<file path="config.mk">
export PLATFORM = sky130hd
export DESIGN_NAME = decoder24_strobe
export DESIGN_NICKNAME = d
export VERILOG_FILES = /design/src/rtl/decoder_pkg.sv /design/src/rtl/code_fifo.sv /design/src/rtl/decoder24_strobe.sv
export SDC_FILE = /design/constraint.sdc
export NUM_CORES = 1
export LEC_CHECK = 0
export BUFFER_PORTS_ARGS = -buffer_cell sky130_fd_sc_hd__buf_2
export CAP_MARGIN = 20
export CORE_MARGIN = 2
export CORE_UTILIZATION = 62
export CTS_CLUSTER_DIAMETER = 40
export DETAILED_ROUTE_END_ITERATION = 12
export PLACE_DENSITY = 0.86
export SLEW_MARGIN = 10
export SYNTH_ARGS = -nofsm -noshare
export SYNTH_HDL_FRONTEND = slang
export SYNTH_SLANG_ARGS = --single-unit
</file>
<file path="constraint.sdc">
create_clock -name clk -period 4.5 [get_ports clk]
set_clock_uncertainty 0.2 [all_clocks]
set_input_delay 0.45 -clock clk [delete_from_list [all_inputs] [get_ports clk]]
set_output_delay 0.45 -clock clk [all_outputs]
set_load 0.02 [all_outputs]
</file>
<file path="src/rtl/decoder_pkg.sv">
`default_nettype none
// ============================================================================
// Module   : decoder_pkg
// Purpose  : Shared types, constants and decode helper for decoder24_strobe.
// Revision : 1.0 - initial release
// ============================================================================
package decoder_pkg;

  localparam int c_cnt_w   = 8;
  localparam int c_q_depth = 2;

  typedef enum logic [1:0] {
    IDLE = 2'd0,
    HOLD = 2'd1,
    GAP  = 2'd2
  } state_t;

  function automatic logic [3:0] decode2to4(input logic [1:0] code);
    logic [3:0] onehot;
    onehot = 4'b0001 << code;
    return onehot;
  endfunction

endpackage
`default_nettype wire

</file>
<file path="src/rtl/code_fifo.sv">
`default_nettype none
// ============================================================================
// Module   : code_fifo
// Purpose  : Two-entry FIFO of 2-bit codes; occupancy derived from pointers.
// Revision : 1.0 - initial release
// ============================================================================
module code_fifo
  import decoder_pkg::*;
#(
  parameter int DEPTH = c_q_depth
) (
  input  logic       clk,
  input  logic       rst_n,
  input  logic       push,
  input  logic [1:0] push_code,
  input  logic       pop,
  output logic [1:0] head_code,
  output logic       full,
  output logic       empty,
  output logic [1:0] count
);

  logic [1:0] r_mem [DEPTH];
  // bit 0 addresses the entry, bit 1 is the wrap flag
  logic [1:0] r_wr_ptr;
  logic [1:0] r_rd_ptr;
  logic       w_push;
  logic       w_pop;

  assign full      = (r_wr_ptr[0] == r_rd_ptr[0]) && (r_wr_ptr[1] != r_rd_ptr[1]);
  assign empty     = (r_wr_ptr == r_rd_ptr);
  assign count     = r_wr_ptr - r_rd_ptr;
  assign head_code = r_mem[r_rd_ptr[0]];
  assign w_push    = push && !full;
  assign w_pop     = pop && !empty;

  always_ff @(posedge clk or negedge rst_n) begin
    if (!rst_n) begin
      r_wr_ptr <= 2'd0;
      r_rd_ptr <= 2'd0;
      for (int i = 0; i < DEPTH; i++) begin
        r_mem[i] <= 2'd0;
      end
    end else begin
      if (w_push) begin
        r_mem[r_wr_ptr[0]] <= push_code;
        r_wr_ptr           <= r_wr_ptr + 2'd1;
      end
      if (w_pop) begin
        r_rd_ptr <= r_rd_ptr + 2'd1;
      end
    end
  end

endmodule
`default_nettype wire

</file>
<file path="src/rtl/decoder24_strobe.sv">
`default_nettype none
// ============================================================================
// Module   : decoder24_strobe
// Purpose  : Queued 2-to-4 decoder emitting fixed-width one-hot strobes.
// Revision : 1.0 - initial release
// ============================================================================
module decoder24_strobe
  import decoder_pkg::*;
#(
  parameter int HOLD_CYCLES = 4,
  parameter int GAP_CYCLES  = 1,
  parameter int DEPTH       = 2
) (
  input  logic       clk,
  input  logic       rst_n,
  input  logic       in_valid,
  output logic       in_ready,
  input  logic [1:0] in_code,
  output logic [3:0] y,
  output logic       busy,
  output logic [1:0] count
);

  localparam logic [c_cnt_w-1:0] c_hold_load = c_cnt_w'(HOLD_CYCLES - 1);
  localparam logic [c_cnt_w-1:0] c_gap_load  = c_cnt_w'((GAP_CYCLES > 0) ? GAP_CYCLES - 1 : 0);
  localparam logic               c_no_gap    = (GAP_CYCLES == 0);

  state_t             r_state;
  logic [c_cnt_w-1:0] r_cnt;
  logic [3:0]         r_y;

  logic       w_full;
  logic       w_empty;
  logic       w_push;
  logic       w_pop;
  logic       w_cnt_done;
  logic [1:0] w_head;

  assign w_push     = in_valid && !w_full;
  assign w_cnt_done = (r_cnt == '0);

  // Pop decision uses registered empty, so a fresh push is never popped on the same edge
  always_comb begin
    w_pop = 1'b0;
    case (r_state)
      IDLE:    w_pop = !w_empty;
      HOLD:    w_pop = w_cnt_done && c_no_gap && !w_empty;
      GAP:     w_pop = w_cnt_done && !w_empty;
      default: w_pop = 1'b0;
    endcase
  end

  code_fifo #(
    .DEPTH(DEPTH)
  ) u_code_fifo (
    .clk      (clk),
    .rst_n    (rst_n),
    .push     (w_push),
    .push_code(in_code),
    .pop      (w_pop),
    .head_code(w_head),
    .full     (w_full),
    .empty    (w_empty),
    .count    (count)
  );

  always_ff @(posedge clk or negedge rst_n) begin
    if (!rst_n) begin
      r_state <= IDLE;
      r_cnt   <= '0;
      r_y     <= 4'b0000;
    end else begin
      case (r_state)
        IDLE: begin
          if (!w_empty) begin
            r_y     <= decode2to4(w_head);
            r_cnt   <= c_hold_load;
            r_state <= HOLD;
          end
        end
        HOLD: begin
          if (!w_cnt_done) begin
            r_cnt <= r_cnt - 8'd1;
          end else if (!c_no_gap) begin
            r_y     <= 4'b0000;
            r_cnt   <= c_gap_load;
            r_state <= GAP;
          end else if (!w_empty) begin
            r_y   <= decode2to4(w_head);
            r_cnt <= c_hold_load;
          end else begin
            r_y     <= 4'b0000;
            r_state <= IDLE;
          end
        end
        GAP: begin
          if (!w_cnt_done) begin
            r_cnt <= r_cnt - 8'd1;
          end else if (!w_empty) begin
            r_y     <= decode2to4(w_head);
            r_cnt   <= c_hold_load;
            r_state <= HOLD;
          end else begin
            r_state <= IDLE;
          end
        end
        default: begin
          r_y     <= 4'b0000;
          r_state <= IDLE;
        end
      endcase
    end
  end

  assign y        = r_y;
  assign in_ready = !w_full;
  assign busy     = (r_state != IDLE) || !w_empty;

endmodule
`default_nettype wire
</file>
# [Yosys cells after proc, flatten, opt, wreduce, memory -nomap -nowiden]
# Cells that the tools add are included.
# W data, S select, Z words.
[word_totals] elab_cells=60 regBits=22
[op_classes] add_sub_neg=4 order_cmp=3 n_eq_ne=8 shifts=1 muxes=20 n_bitwise=2 n_reduce_logical=15
[op_table] cell="$mux W8" n=3
[op_table] cell="$pmux W8 S3" n=1
[op_table] cell="$mux W2" n=7
[op_table] cell="$mux W4" n=3
[op_table] cell="$pmux W4 S3" n=1
[op_table] cell="$logic_not A8 Y1" n=1
[op_table] cell="$sub A8 B1 Y8 const B" n=1
[op_table] cell="$logic_and A1 B1 Y1" n=6
[op_table] cell="$ne A2 B2 Y1 const B" n=3
[op_table] cell="$pmux W2 S3" n=1
[op_table] cell="$add A2 B1 Y2 const B" n=2
[op_table] cell="$bwmux W4" n=1
[op_table] cell="$ge A2 B2 Y1 const B" n=2
[op_table] cell="$not A1 Y2" n=2
[op_table] cell="$shl A1 B2 Y4 const A" n=1
[op_table] cell="$reduce_and A3 Y1" n=1
[op_table] cell="$reduce_bool A3 Y1" n=1
[op_table] cell="$demux W2 S1" n=1
[op_table] cell="$eq A2 B1 Y1 const B" n=1
[op_table] cell="$eq A2 B2 Y1" n=1
[op_table] cell="$eq A2 B2 Y1 const B" n=1
[op_table] cell="$logic_not A1 Y1" n=2
[op_table] cell="$logic_not A2 Y1" n=1
[op_table] cell="$lt A2 B1 Y1 const B" n=1
[op_table] cell="other kinds (8)" n=8

# [Logic depth before layout (Yosys ltp)]
[depth] depth_word=8 ltp_mapped=7

# [Hierarchy]
# Synthesis repeated with hierarchy kept, for this count alone.
[hier_totals] cells_unflattened=137 hier_area_um2=1337.5
[by_module_without_submodules] mod="decoder24_strobe" instances=1 area_each_um2=917.1 cells_per_inst=100
[by_module_without_submodules] mod="code_fifo" instances=1 area_each_um2=420.4 cells_per_inst=37

# [Least setup slack after synthesis]
# No wires, ideal clock.
[synth_path] path_kind="register to register" startpoint="reg r_cnt[0]" endpoint="reg r_y[0], in the netlist y[0]" arrival_ps=1761 slack_ps=2411 path_stages_with_launch=7 n_path_buf=0 setup_time_ps=128 path_cell_list="dfrtp_1 -> inv_1 -> ha_1 -> or4b_4 -> a211oi_2 -> o221ai_2 -> mux2_1"
[synth_between] elab_chain_len=3
[synth_rtl] item="from (decl)" line="decoder24_strobe.sv:29" text="logic [c_cnt_w-1:0] r_cnt;"
[synth_rtl] item="from (signal assigned)" line="decoder24_strobe.sv:77" text="r_cnt <= c_hold_load;"
[synth_rtl] item="from (signal assigned)" line="decoder24_strobe.sv:83" text="r_cnt <= r_cnt - 8'd1;"
[synth_rtl] item="from (signal assigned)" line="decoder24_strobe.sv:86" text="r_cnt <= c_gap_load;"
[synth_rtl] item="$logic_not A8 Y1 (*)" line="decoder24_strobe.sv:40" text="assign w_cnt_done = (r_cnt == '0);"
[synth_rtl] item="$ne A2 B2 Y1 (no line)"
[synth_rtl] item="$reduce_and A2 Y1 (no line) (*)"
[synth_rtl] item="to (signal assigned)" line="decoder24_strobe.sv:76" text="r_y <= decode2to4(w_head);"
[synth_rtl] item="to (signal assigned)" line="decoder24_strobe.sv:89" text="r_y <= decode2to4(w_head);"
[synth_rtl] item="to (signal assigned)" line="decoder24_strobe.sv:100" text="r_y <= decode2to4(w_head);"
[synth_rtl] item="to (decl)" line="decoder24_strobe.sv:30" text="logic [3:0] r_y;"
# Every way passes the cells marked *; elsewhere a longest branch is shown, timed or not.
# A chain may end at the register's enable or synchronous reset.

# [Final worst setup path]
[layout_path] startpoint="reg u_code_fifo.r_wr_ptr[1]" endpoint="out busy"
[layout_between] elab_chain_len=3
[layout_rtl] item="from (decl)" line="code_fifo.sv:25" text="logic [1:0] r_wr_ptr;"
[layout_rtl] item="from (signal assigned)" line="code_fifo.sv:47" text="r_wr_ptr <= r_wr_ptr + 2'd1;"
[layout_rtl] item="$eq A2 B2 Y1" line="code_fifo.sv:31" text="assign empty = (r_wr_ptr == r_rd_ptr);"
[layout_rtl] item="$logic_not A1 Y1" line="decoder24_strobe.sv:117" text="assign busy = (r_state != IDLE) || !w_empty;"
[layout_rtl] item="$logic_or A1 B1 Y1" line="decoder24_strobe.sv:117"
[layout_rtl] item="to (decl)" line="decoder24_strobe.sv:20" text="output logic busy,"
# No other way between the ends.

==> results by group <==
Status
  – Status: completed

Global routing
  – Maximum number of pins on one net before global-route repair: 23
  – All-layer global routing usage: 24.2%
  – Met2 capacity usage during global routing: around 44%
  – Global route overflow: 0
  – M3 GR Usage: 2.68%
  – Number of antenna violations at the first check in global routing: 0
  – Met1 routing resource usage after global routing: 29.0%
  – Gr busiest metal: met2
  – Number of global-route vias before repair: 1,052
  – Wire length of the first global-routing pass: 4700 um

Timing
  – Final cycle utilization of the critical path: 56.8%
  – Worst slew margin relative to its limit: 49.9%
  – Setup repair after global routing missed its margin: no
  – Total Negative Setup Slacks: 0 ns
  – Highest clock rate: 391 MHz
  – Max Transition Viols Final: 0
  – Actual slew at the worst max-slew pin: 0.746 ns
  – Final min period: between 2 and 3 ns
  – Tightest hold margin: 0.194 ns
  – Final-report setup violation count: 0
  – Final hold violations: 0

Worst setup path
  – Arrival time of the worst setup path: 1.91 ns
  – Worst Path Class, Setup: flop to output pin
  – Required time at the worst-slack endpoint: between 3 and 4 ns
  – Length in cells of the worst reg-to-reg path: 6
  – Endpoint kind of the worst setup timing path: output pin
  – Biggest fanout along the worst timing path: 8
  – Startpoint kind of the worst setup timing path: flop

Route
  – Total wire length after detailed routing: 2710 um
  – Via-to-Cell Ratio: approximately 6.2
  – Number of nets still failing antenna checks after routing: 0
  – Via count of the routed design: roughly 1,100
  – Detailed-routing iteration count for the pre-antenna-repair pass: 4
  – Routed len/inst: 15.9 um
  – Remaining routing DRC violations: 0
  – Starting DRC count in detailed routing: 15

CTS
  – Clock transition at the registers of the reported paths: 0.12 ns
  – Number of buffers inserted during clock tree synthesis: 3
  – Clock sink count: 22
  – Buffer cell driving the clock tree root: sky130_fd_sc_hd__clkbuf_4
  – Clock tree from TritonCTS: built
  – Clock Path Buffers: 2
  – Latest clock arrival within the worst-skew pair: around 0.30 ns
  – CTS H-tree lvls: 1

Synth
  – Post-synthesis cell type count: 40
  – Mean cell area of the mapped netlist: 10.4 sq um
  – Library cell occupying the most area in the post-synthesis netlist: sky130_fd_sc_hd__dfrtp_1
  – Synth area leaders: sky130_fd_sc_hd__dfrtp_1 (42%), sky130_fd_sc_hd__ha_1 (7.5%), sky130_fd_sc_hd__mux2_2 (5.9%)
  – Syn Nets: 141
  – Most used flip-flop cell after synthesis: sky130_fd_sc_hd__dfrtp_1
  – Async SR Flop Fraction: 100%
  – Portion of synthesized cell area occupied by the leading cell type: between 40 and 50%
  – Flip-flop and latch count after synthesis: 22
  – Post-synth EDFFs: 0
  – Synth Instances: 128
  – Area of the mapped netlist: 1330 sq um
  – Warning count from the yosys run: 0
  – Share of the yosys chip area belonging to registers: ~42%

Layout
  – Commonest non-fill, non-tap cells in the layout: sky130_fd_sc_hd__dfrtp_1 (22), sky130_fd_sc_hd__buf_2 (12), sky130_fd_sc_hd__nor2_1 (10), sky130_fd_sc_hd__inv_1 (9), sky130_fd_sc_hd__ha_1 (8)
  – Number of antenna diodes: 0
  – Filler cell count in the final layout: 130
  – Share of cells above drive strength 1: between 20% and 30%
  – Post-layout nets: ~160
  – Core Util, Final: between 70% and 80%
  – Growth of design area from synthesis to finish: 11.5%
  – Sequential cell area: 551 sq um
  – Commonest non-fill, non-tap cell in the layout: sky130_fd_sc_hd__dfrtp_1
  – Combined area of the multi-input logic cells: 738 sq um
  – Finished layout cell area: approximately 1500 sq um

Flow run
  – MaxCap Viol Count: 0

Die
  – Die height: between 50 and 60 um
  – Die outline area: between 2000 and 3000 sq um
  – Initial core utilization: 66.9%
  – Area of the core: just under 2000 sq um
  – Ports placed on the boundary: 13
  – Die Wd: 50.3 um
  – Number of placement rows: 16

Place
  – DP Area: 1420 sq um
  – HPWL after detailed placement: 2090 um
  – Final estimated routing congestion in global placement: 0.824
  – I/O Buffers: 12

Hold path
  – Worst min-delay path class: input pin to flop
  – Hold path depth: 2
-- cells in the mapped netlist, types with 2 or more instances --
master	instances
sky130_fd_sc_hd__nand2b_1	2
sky130_fd_sc_hd__o22ai_1	2
sky130_fd_sc_hd__ha_1	8
sky130_fd_sc_hd__nand2_1	6
sky130_fd_sc_hd__nor3_1	5
sky130_fd_sc_hd__a31oi_1	2
sky130_fd_sc_hd__a22oi_1	2
sky130_fd_sc_hd__a221o_1	2
sky130_fd_sc_hd__inv_1	9
sky130_fd_sc_hd__o21ai_0	6
sky130_fd_sc_hd__a211o_1	2
sky130_fd_sc_hd__nand3_1	3
sky130_fd_sc_hd__mux2_1	4
sky130_fd_sc_hd__mux2_2	7
sky130_fd_sc_hd__xor2_1	2
sky130_fd_sc_hd__a21oi_1	4
sky130_fd_sc_hd__dfrtp_1	22
sky130_fd_sc_hd__nor3b_1	3
sky130_fd_sc_hd__xnor2_1	4
sky130_fd_sc_hd__nor2_1	10
sky130_fd_sc_hd__and2_1	3
sky130_fd_sc_hd__nor2b_1	2
-- layer usage --
layer | wire length [um] | share of wire, % | vias to the layer above
met5 | 0 | 0 | -
met4 | 48 | 1.8 | 0
met3 | 50 | 1.8 | 9
met2 | 1410 | 52 | 17
met1 | 1200 | 44 | 522
li1 | - | - | 507
-- layout make-up --
type | count | share of cell area (%)
Multi-Input combinational cell | 96 | 49.9
Timing Repair Buffer | 13 | 4.74
Tap cell | 27 | 2.28
Sequential cell | 22 | 37.2
Inverter | 9 | 2.28
Clock inverter | 1 | 2.03
Clock buffer | 3 | 1.52
-- worst max-delay path, cell delays in order (launching register included) --
cell                      delay [ns]
sky130_fd_sc_hd__dfrtp_1        0.42
sky130_fd_sc_hd__xnor2_1        0.62
sky130_fd_sc_hd__and2_1         0.32
sky130_fd_sc_hd__nand2_1        0.08
sky130_fd_sc_hd__buf_2          0.16
-- stage by stage --
step	cells	worst slack, ns
after CTS	171	1.94
after global placement	166	2.34
after global routing	171	1.78
after detailed placement	166	2.28
after floorplan	128	2.41
final	171	1.94
-- flip-flops by register name, indices dropped and copies added (netlist names) --
name and count:
u_code_fifo.r_rd_ptr 2, y 4, u_code_fifo.r_mem 4, u_code_fifo.r_wr_ptr 2
r_state 2, r_cnt 8
-- path summary, 6_finish.rpt --
check | end | slack [ns] | start
setup reg to reg | r_cnt[2] | 2.23 | r_cnt[0]
hold reg to reg | u_code_fifo.r_rd_ptr[1] | 0.29 | u_code_fifo.r_rd_ptr[1]
min in group asynchronous | r_cnt[2] | 0.42 | rst_n
max in group asynchronous | r_cnt[4] | 3.35 | rst_n
setup / recovery | busy | 1.94 | u_code_fifo.r_wr_ptr[1]
hold / removal | u_code_fifo.r_mem[2] | 0.19 | in_code[0]
-- cells by family (layout without fill, tap and decap cells) --
logic type	count (synthesis)	after routing	share of synthesized area (%)
AOI/OAI and AO/OA	31	31	17.7
xor gates and xnor gates	6	6	3.96
adders and majority gates	8	8	7.55
buffers and inverters	10	26	2.83
DFF	22	22	41.5
muxes	12	12	10.1
and+or+nand+nor	39	39	16.3
-- repair_timing --
| action | 4_1_cts | 5_1_grt |
|---|---|---|
| resized for setup | 0 | 0 |
| hold buffers | 1 | 0 |
| hold endpoints to repair | 22 | 0 |
| setup buffers | 0 | 0 |
Power is left out: the tool's default activity adds up to more than one toggle a clock period on the data nets, which glitch-free logic cannot reach.
